**src/rtl/mrd_sink_framer.sv**
```systemverilog
// Input framer for the mixed-radix DFT sink. It tags sop/eop on a raw sample stream,
// buffers it in a small FIFO behind a registered show-ahead output slot, and reports sticky status.
module mrd_sink_framer #(
    parameter int DW    = 18,
    parameter int PTSW  = 12,
    parameter int DEPTH = 16,
    localparam int AW   = $clog2(DEPTH)
) (
    input  logic            clk,
    input  logic            rst_n,
    input  logic            in_valid,
    input  logic            in_start,
    input  logic [DW-1:0]   in_real,
    input  logic [DW-1:0]   in_imag,
    input  logic [PTSW-1:0] in_dftpts,
    input  logic            in_inverse,
    output logic            dft_valid,
    input  logic            dft_ready,
    output logic            dft_sop,
    output logic            dft_eop,
    output logic [DW-1:0]   dft_real,
    output logic [DW-1:0]   dft_imag,
    output logic [PTSW-1:0] dft_dftpts,
    output logic            dft_inverse,
    input  logic            clr_status,
    output logic            overflow,
    output logic            frame_err,
    output logic [AW:0]     fifo_level
);

    localparam int WW = 3 + PTSW + 2 * DW;
    localparam int P_IMAG = 0;
    localparam int P_REAL = DW;
    localparam int P_PTS  = 2 * DW;
    localparam int P_INV  = 2 * DW + PTSW;
    localparam int P_EOP  = P_INV + 1;
    localparam int P_SOP  = P_INV + 2;

    typedef enum logic {IDLE, RUN} state_t;

    state_t          state;
    logic [PTSW-1:0] cnt;
    logic [PTSW-1:0] pts;
    logic            inv;
    logic            pts_ok;
    logic            err_evt;
    logic            last;

    // Tagged sample register: the framer captures here, the FIFO writes from here.
    logic            stg_vld;
    logic [WW-1:0]   stg_word;

    logic [WW-1:0]   mem [DEPTH];
    logic [AW-1:0]   wptr;
    logic [AW-1:0]   rptr;
    logic [AW:0]     level;
    logic            full;
    logic            empty;
    logic            wr;
    logic            rd;
    logic            drop;
    logic [WW-1:0]   rd_word;

    assign pts_ok = (in_dftpts >= PTSW'(2)) && (in_dftpts <= PTSW'(1200));
    assign last   = (cnt == pts - PTSW'(1));

    always_comb begin
        err_evt = 1'b0;
        if (in_valid) begin
            if (state == IDLE)
                err_evt = !(in_start && pts_ok);
            else
                err_evt = in_start;
        end
    end

    always_ff @(posedge clk) begin
        if (!rst_n) begin
            state    <= IDLE;
            cnt      <= '0;
            pts      <= '0;
            inv      <= 1'b0;
            stg_vld  <= 1'b0;
            stg_word <= '0;
        end else begin
            stg_vld <= 1'b0;
            if (in_valid) begin
                case (state)
                    IDLE: begin
                        if (in_start && pts_ok) begin
                            pts      <= in_dftpts;
                            inv      <= in_inverse;
                            stg_vld  <= 1'b1;
                            stg_word <= {1'b1, 1'b0, in_inverse, in_dftpts, in_real, in_imag};
                            cnt      <= PTSW'(1);
                            state    <= RUN;
                        end
                    end
                    RUN: begin
                        // A stray in_start here is plain data; the frame keeps its latched length.
                        stg_vld  <= 1'b1;
                        stg_word <= {1'b0, last, inv, pts, in_real, in_imag};
                        if (last) begin
                            cnt   <= '0;
                            state <= IDLE;
                        end else begin
                            cnt <= cnt + PTSW'(1);
                        end
                    end
                    default: state <= IDLE;
                endcase
            end
        end
    end

    assign full    = (level == (AW + 1)'(DEPTH));
    assign empty   = (level == '0);
    assign wr      = stg_vld && !full;
    assign drop    = stg_vld && full;
    assign rd      = !empty && (!dft_valid || dft_ready);
    assign rd_word = mem[rptr];

    always_ff @(posedge clk) begin
        if (wr)
            mem[wptr] <= stg_word;
    end

    always_ff @(posedge clk) begin
        if (!rst_n) begin
            wptr  <= '0;
            rptr  <= '0;
            level <= '0;
        end else begin
            if (wr)
                wptr <= wptr + AW'(1);
            if (rd)
                rptr <= rptr + AW'(1);
            case ({wr, rd})
                2'b10:   level <= level + (AW + 1)'(1);
                2'b01:   level <= level - (AW + 1)'(1);
                default: level <= level;
            endcase
        end
    end

    assign fifo_level = level;

    // Output slot: data fields only change on a load, so they hold while stalled.
    always_ff @(posedge clk) begin
        if (!rst_n) begin
            dft_valid   <= 1'b0;
            dft_sop     <= 1'b0;
            dft_eop     <= 1'b0;
            dft_real    <= '0;
            dft_imag    <= '0;
            dft_dftpts  <= '0;
            dft_inverse <= 1'b0;
        end else if (rd) begin
            dft_valid   <= 1'b1;
            dft_sop     <= rd_word[P_SOP];
            dft_eop     <= rd_word[P_EOP];
            dft_inverse <= rd_word[P_INV];
            dft_dftpts  <= rd_word[P_PTS +: PTSW];
            dft_real    <= rd_word[P_REAL +: DW];
            dft_imag    <= rd_word[P_IMAG +: DW];
        end else if (dft_valid && dft_ready) begin
            dft_valid <= 1'b0;
        end
    end

    // Sticky status: a new event beats a simultaneous clear.
    always_ff @(posedge clk) begin
        if (!rst_n) begin
            overflow  <= 1'b0;
            frame_err <= 1'b0;
        end else begin
            if (drop)
                overflow <= 1'b1;
            else if (clr_status)
                overflow <= 1'b0;
            if (err_evt)
                frame_err <= 1'b1;
            else if (clr_status)
                frame_err <= 1'b0;
        end
    end

endmodule

```
**config.mk**
```make
export PLATFORM = sky130hd
export DESIGN_NAME = mrd_sink_framer
export DESIGN_NICKNAME = d
export VERILOG_FILES = /design/src/rtl/mrd_sink_framer.sv
export SDC_FILE = /design/constraint.sdc
export NUM_CORES = 1
export LEC_CHECK = 0
export BUFFER_PORTS_ARGS = -buffer_cell sky130_fd_sc_hd__buf_4
export CAP_MARGIN = 10
export CORE_MARGIN = 2
export CORE_UTILIZATION = 45
export CTS_CLUSTER_DIAMETER = 80
export DETAILED_ROUTE_END_ITERATION = 8
export PLACE_DENSITY = 0.68
export SETUP_SLACK_MARGIN = 0.02
export SYNTH_ARGS = -nofsm -noshare
export SYNTH_HDL_FRONTEND = slang
export SYNTH_SLANG_ARGS = --single-unit
```
**constraint.sdc**
```tcl
create_clock -name clk -period 7.2 [get_ports clk]
set_input_delay 1.08 -clock clk [delete_from_list [all_inputs] [get_ports clk]]
set_output_delay 1.08 -clock clk [all_outputs]
set_load 0.02 [all_outputs]
```
==> impl_results.html <==
<table>
<tr><th>Metric</th><th>Value</th></tr>
<tr><th colspan="2">Run status</th></tr>
<tr><td>Status</td><td>finished, final reports clean</td></tr>
<tr><th colspan="2">CTS</th></tr>
<tr><td>Post-CTS Setup Bufs</td><td>0</td></tr>
<tr><td>H-tree levels</td><td>3</td></tr>
<tr><td>CTS buffer count</td><td>95</td></tr>
<tr><td>Clock sinks</td><td>~960</td></tr>
<tr><td>Root cell of the clock tree</td><td>sky130_fd_sc_hd__clkbuf_16</td></tr>
<tr><td>Buffer depth of the longest clock path</td><td>3</td></tr>
<tr><td>Reg clk slew, reported paths</td><td>0.06 ns</td></tr>
<tr><td>Insertion delay to the later sink of the worst-skew pair</td><td>0.66 ns</td></tr>
<tr><td>Hold buffer count at cts</td><td>0</td></tr>
<tr><td>Clock tree from TritonCTS</td><td>done</td></tr>
<tr><td>Resize count post-CTS</td><td>0</td></tr>
<tr><th colspan="2">Placed design</th></tr>
<tr><td>Routability congestion estimate from global placement</td><td>0.779</td></tr>
<tr><td>Count of input and output buffers</td><td>113</td></tr>
<tr><td>HPWL after detailed placement</td><td>41800 um</td></tr>
<tr><th colspan="2">Layout</th></tr>
<tr><td>Layout cells sized above 1</td><td>27.0%</td></tr>
<tr><td>Net count reported at finish</td><td>2094</td></tr>
<tr><td>Signed area change from the synthesized netlist to the final layout</td><td>14.1%</td></tr>
<tr><td>Final Util</td><td>51.6%</td></tr>
<tr><td>Antenna diodes</td><td>0</td></tr>
<tr><th colspan="2">GRT</th></tr>
<tr><td>Gr usage total</td><td>20.0%</td></tr>
<tr><td>Global-route wire length before repair</td><td>125000 um</td></tr>
<tr><td>Pin count of the biggest net entering global routing</td><td>143</td></tr>
<tr><td>Number of global-route vias before repair</td><td>19200</td></tr>
<tr><td>Number of antenna violations at the first check in global routing</td><td>0</td></tr>
<tr><td>Sum of overflow across all layers after global routing</td><td>0</td></tr>
<tr><th colspan="2">Pwr</th></tr>
<tr><td>Sequential share of power</td><td>46.5%</td></tr>
<tr><td>Ratio of total power to cell area</td><td>331 nW/um^2</td></tr>
<tr><td>VDD IR max</td><td>262 uV</td></tr>
<tr><td>NetSw</td><td>3.67 mW</td></tr>
<tr><td>Cell internal pwr</td><td>10.3 mW</td></tr>
<tr><td>Leakage dissipation</td><td>13.8 nW</td></tr>
<tr><td>Switching fraction of total power</td><td>between 20% and 30%</td></tr>
<tr><td>Share of power burned in combinational logic</td><td>18.8%</td></tr>
<tr><td>Portion of total power attributed to the clock network</td><td>between 30% and 40%</td></tr>
<tr><th colspan="2">Worst setup path</th></tr>
<tr><td>Top delay family on crit path</td><td>simple AND/OR/NAND/NOR gates</td></tr>
<tr><td>Critical Setup Path Class</td><td>input pin to flip-flop</td></tr>
<tr><td>Reg2reg setup slack</td><td>3.59 ns</td></tr>
<tr><td>Series of cell instances along the critical path</td><td>buf_4 &gt; nor4_1 &gt; nand4b_1 &gt; a211oi_1 &gt; nand2b_4 &gt; buf_4 &gt; nand2_1 &gt; a21boi_0</td></tr>
<tr><td>Required time of the critical path</td><td>7.75 ns</td></tr>
<tr><td>FF-to-FF End</td><td>fifo_level[4]</td></tr>
<tr><td>Critical path's slowest cell</td><td>sky130_fd_sc_hd__a211oi_1</td></tr>
<tr><td>Number of cells on the worst reg-to-reg path</td><td>13</td></tr>
<tr><td>Sum of buffers and inverters on the critical path</td><td>2</td></tr>
<tr><td>Endpoint arrival time on the critical path</td><td>4.21 ns</td></tr>
<tr><td>CP dominant cell by count</td><td>sky130_fd_sc_hd__buf_4</td></tr>
<tr><td>Crit path capture type</td><td>flip-flop</td></tr>
<tr><td>Source of the worst register-to-register timing path</td><td>fifo_level[0]</td></tr>
<tr><td>Worst path max stage delay</td><td>0.92 ns</td></tr>
<tr><td>Critical Path Source Type</td><td>input pin</td></tr>
<tr><td>Largest fanout on the critical path</td><td>between 40 and 50</td></tr>
<tr><th colspan="2">Floorplan</th></tr>
<tr><td>Number of ports placed on the die boundary</td><td>114</td></tr>
<tr><td>Die Width</td><td>290 um</td></tr>
<tr><td>Floorplan core area</td><td>about 82000 um^2</td></tr>
<tr><td>Effective utilization at floorplan</td><td>45.2%</td></tr>
<tr><td>Die Y</td><td>290 um</td></tr>
<tr><td>Die Footprint</td><td>84400 um^2</td></tr>
<tr><td>Number of rows created at floorplan</td><td>105</td></tr>
<tr><th colspan="2">Yosys</th></tr>
<tr><td>Simple-Gate Fraction of Synth Area</td><td>4.11%</td></tr>
<tr><td>Largest family of logic cells by synthesized area</td><td>multiplexers</td></tr>
<tr><td>Post-synthesis share of cell area spent on full adders, half adders and majority gates</td><td>0.427%</td></tr>
<tr><td>Post-Syn Instances</td><td>approximately 1900</td></tr>
<tr><td>Fraction of registers with async set or reset after synthesis</td><td>0%</td></tr>
<tr><td>Count of flip-flops with a built-in enable after synthesis</td><td>816</td></tr>
<tr><td>Synthesized Nets</td><td>1970</td></tr>
<tr><td>Fraction of synthesized area in multiplexers</td><td>between 10% and 20%</td></tr>
<tr><td>Top_reg_cell synth</td><td>sky130_fd_sc_hd__edfxtp_1</td></tr>
<tr><td>Share of the synthesized area in compound gates (AO/OA/AOI/OAI)</td><td>3.03%</td></tr>
<tr><td>Area of the mapped netlist</td><td>~37000 um^2</td></tr>
<tr><td>Synthesis Warnings</td><td>0</td></tr>
<tr><td>Post-synthesis xor/xnor area fraction</td><td>less than 1%</td></tr>
<tr><td>Post-synthesis sequential element count</td><td>between 900 and 1000</td></tr>
<tr><td>Synth Area per Inst</td><td>19.4 um^2</td></tr>
<tr><td>Register area share after synthesis</td><td>74.2%</td></tr>
<tr><td>Number of unique standard cell types used by synthesis</td><td>49</td></tr>
<tr><th colspan="2">Detailed routing</th></tr>
<tr><td>Initial DRC count</td><td>between 1500 and 2000</td></tr>
<tr><td>Initial DRT Pass Iterations</td><td>5</td></tr>
<tr><td>Number of vias per cell after detailed routing</td><td>between 5 and 6</td></tr>
<tr><td>Antenna Violating Nets Remaining</td><td>0</td></tr>
<tr><td>Post-Route WL</td><td>around 84000 um</td></tr>
<tr><td>Vias</td><td>roughly 18000</td></tr>
<tr><td>Per-cell routed wire length</td><td>26.4 um</td></tr>
<tr><td>Remaining DRCs</td><td>0</td></tr>
<tr><th colspan="2">Timing</th></tr>
<tr><td>Worst Tran Pin Value</td><td>about 1.1 ns</td></tr>
<tr><td>Number of setup violations in the final report</td><td>0</td></tr>
<tr><td>Slew headroom</td><td>24.7%</td></tr>
<tr><td>Final worst path period need</td><td>around 3.7 ns</td></tr>
<tr><td>Setup repair after global routing missed its margin</td><td>false</td></tr>
<tr><td>Final Hold Violating Endpoints</td><td>0</td></tr>
<tr><td>Final-layout setup total negative slack</td><td>0 ns</td></tr>
<tr><td>Peak clock frequency supported by timing</td><td>273 MHz</td></tr>
<tr><td>Period utilization</td><td>about half</td></tr>
<tr><td>Worst setup skew after layout</td><td>0.0301 ns</td></tr>
<tr><td>Number of pins exceeding their max-slew limit in the final report</td><td>0</td></tr>
<tr><th colspan="2">Min path</th></tr>
<tr><td>Number of stages on the worst hold path</td><td>2</td></tr>
<tr><td>Worst Hold Launch</td><td>pts[11]</td></tr>
<tr><td>Endpoint, Worst Hold</td><td>pts[11]</td></tr>
<tr><td>Worst min-delay path class</td><td>flip-flop to flip-flop</td></tr>
<tr><th colspan="2">Job</th></tr>
<tr><td>Count of maximum capacitance violations</td><td>0</td></tr>
</table>
==> per-layer routing <==
metal	up-vias	GRT usage, %	routed length, um
li1	7863	-	-
met1	9723	26.8	33400
met2	691	34.0	42600
met3	131	3.04	5850
met4	0	6.29	2010
met5	-	0	0
==> cells by family after synthesis <==
group,after synthesis
xor gates and xnor gates,22
DFF,961
adders and majority gates,12
buffers and inverters,130
AOI/OAI and AO/OA,150
muxes,283
and+or+nand+nor,345
==> cell usage after synthesis, types with 15 or more instances <==
cell | count | share of area, %
sky130_fd_sc_hd__nor2_1 | 23 | 0.23
sky130_fd_sc_hd__clkbuf_1 | 82 | 0.83
sky130_fd_sc_hd__nor3_1 | 15 | 0.20
sky130_fd_sc_hd__mux4_2 | 255 | 16
sky130_fd_sc_hd__mux2i_1 | 27 | 0.73
sky130_fd_sc_hd__edfxtp_1 | 816 | 66
sky130_fd_sc_hd__nand2_1 | 227 | 2.3
sky130_fd_sc_hd__buf_1 | 19 | 0.19
sky130_fd_sc_hd__a21boi_0 | 90 | 1.8
sky130_fd_sc_hd__nor2b_1 | 18 | 0.30
sky130_fd_sc_hd__xnor2_1 | 16 | 0.38
sky130_fd_sc_hd__dfxtp_1 | 145 | 7.9
==> final cells by class <==
class                           instances  area [um^2]
Clock buffer                          132         2660
Clock inverter                         48          442
Fill cell                            6397        39600
Inverter                               15         56.3
Multi-Input combinational cell        812         9150
Sequential cell                       961        27400
Tap cell                             1070         1340
Timing Repair Buffer                  142         1090
==> worst max-delay path by stage <==
stage | cells after the start | startpoint | to
after CTS | 13 | fifo_level[0] | fifo_level[4]
final | 8 | in_dftpts[1] | stg_word[30]
after global placement | 8 | in_dftpts[1] | stg_word[27]
after global routing | 13 | fifo_level[0] | fifo_level[4]
after floorplan | 4 | fifo_level[0] | mem[3][0]
after detailed placement | 8 | in_dftpts[1] | stg_word[7]
==> power by group through the flow <==
stage	clock network, mW	registers [mW]	logic, mW
global placement	0	6.60	2.64
global route	5.15	6.53	2.83
finish	4.85	6.49	2.62
floorplan	0	6.58	1.81
CTS	4.93	6.50	2.69
detailed placement	0	6.62	2.67
==> tightest hold or removal path, stage by stage (launching register included) <==
cell and delay, ns:
sky130_fd_sc_hd__dfxtp_1 0.33, sky130_fd_sc_hd__inv_1 0.05, sky130_fd_sc_hd__nor2_1 0.03
==> metrics by stage <==
stage / total power [mW] / hold slack [ns] / setup slack (ns) / std cells / cell area [um^2]
floorplan: 8.39 / 0.433 / 1.89 / 1903 / 36900
global placement: 9.24 / 0.446 / 3.16 / 3000 / 39100
detailed placement: 9.29 / 0.445 / 2.90 / 3000 / 39100
CTS: 14.1 / 0.454 / 3.56 / 3180 / 42200
global route: 14.5 / 0.477 / 3.31 / 3180 / 42200
finish: 14.0 / 0.453 / 3.54 / 3180 / 42200
==> layout by cell type, fill, tap and decap left out, types with 7 or more instances in the layout <==
cell type,Yosys,layout
sky130_fd_sc_hd__a21boi_0,90,90
sky130_fd_sc_hd__inv_1,14,14
sky130_fd_sc_hd__o21ai_0,7,7
sky130_fd_sc_hd__clkinv_1,0,8
sky130_fd_sc_hd__xnor2_1,16,16
sky130_fd_sc_hd__clkbuf_8,0,8
sky130_fd_sc_hd__nor3_1,15,11
sky130_fd_sc_hd__ha_1,11,11
sky130_fd_sc_hd__o211a_1,14,14
sky130_fd_sc_hd__mux4_2,255,255
sky130_fd_sc_hd__dfxtp_1,145,141
sky130_fd_sc_hd__nand2_1,227,227
sky130_fd_sc_hd__and2_1,13,13
sky130_fd_sc_hd__mux2i_1,27,27
sky130_fd_sc_hd__nor2_1,23,11
sky130_fd_sc_hd__buf_4,0,140
sky130_fd_sc_hd__clkbuf_16,0,98
sky130_fd_sc_hd__clkinv_2,0,21
sky130_fd_sc_hd__a31oi_1,10,10
sky130_fd_sc_hd__nor2_4,0,12
sky130_fd_sc_hd__edfxtp_1,816,816
sky130_fd_sc_hd__a21oi_1,10,9
sky130_fd_sc_hd__nor2b_1,18,18
sky130_fd_sc_hd__nand3_1,13,13
sky130_fd_sc_hd__clkbuf_1,82,26
==> sequential cells by signal, summed over array words and instances, names as in the netlist, 4 cells and up <==
name        flops
dft_imag       18
pts            12
wptr            4
fifo_level      5
stg_word       51
dft_real       18
rptr            4
mem           816
dft_dftpts     12
cnt            12
No activity file was read; power rests on OpenSTA's default activity.
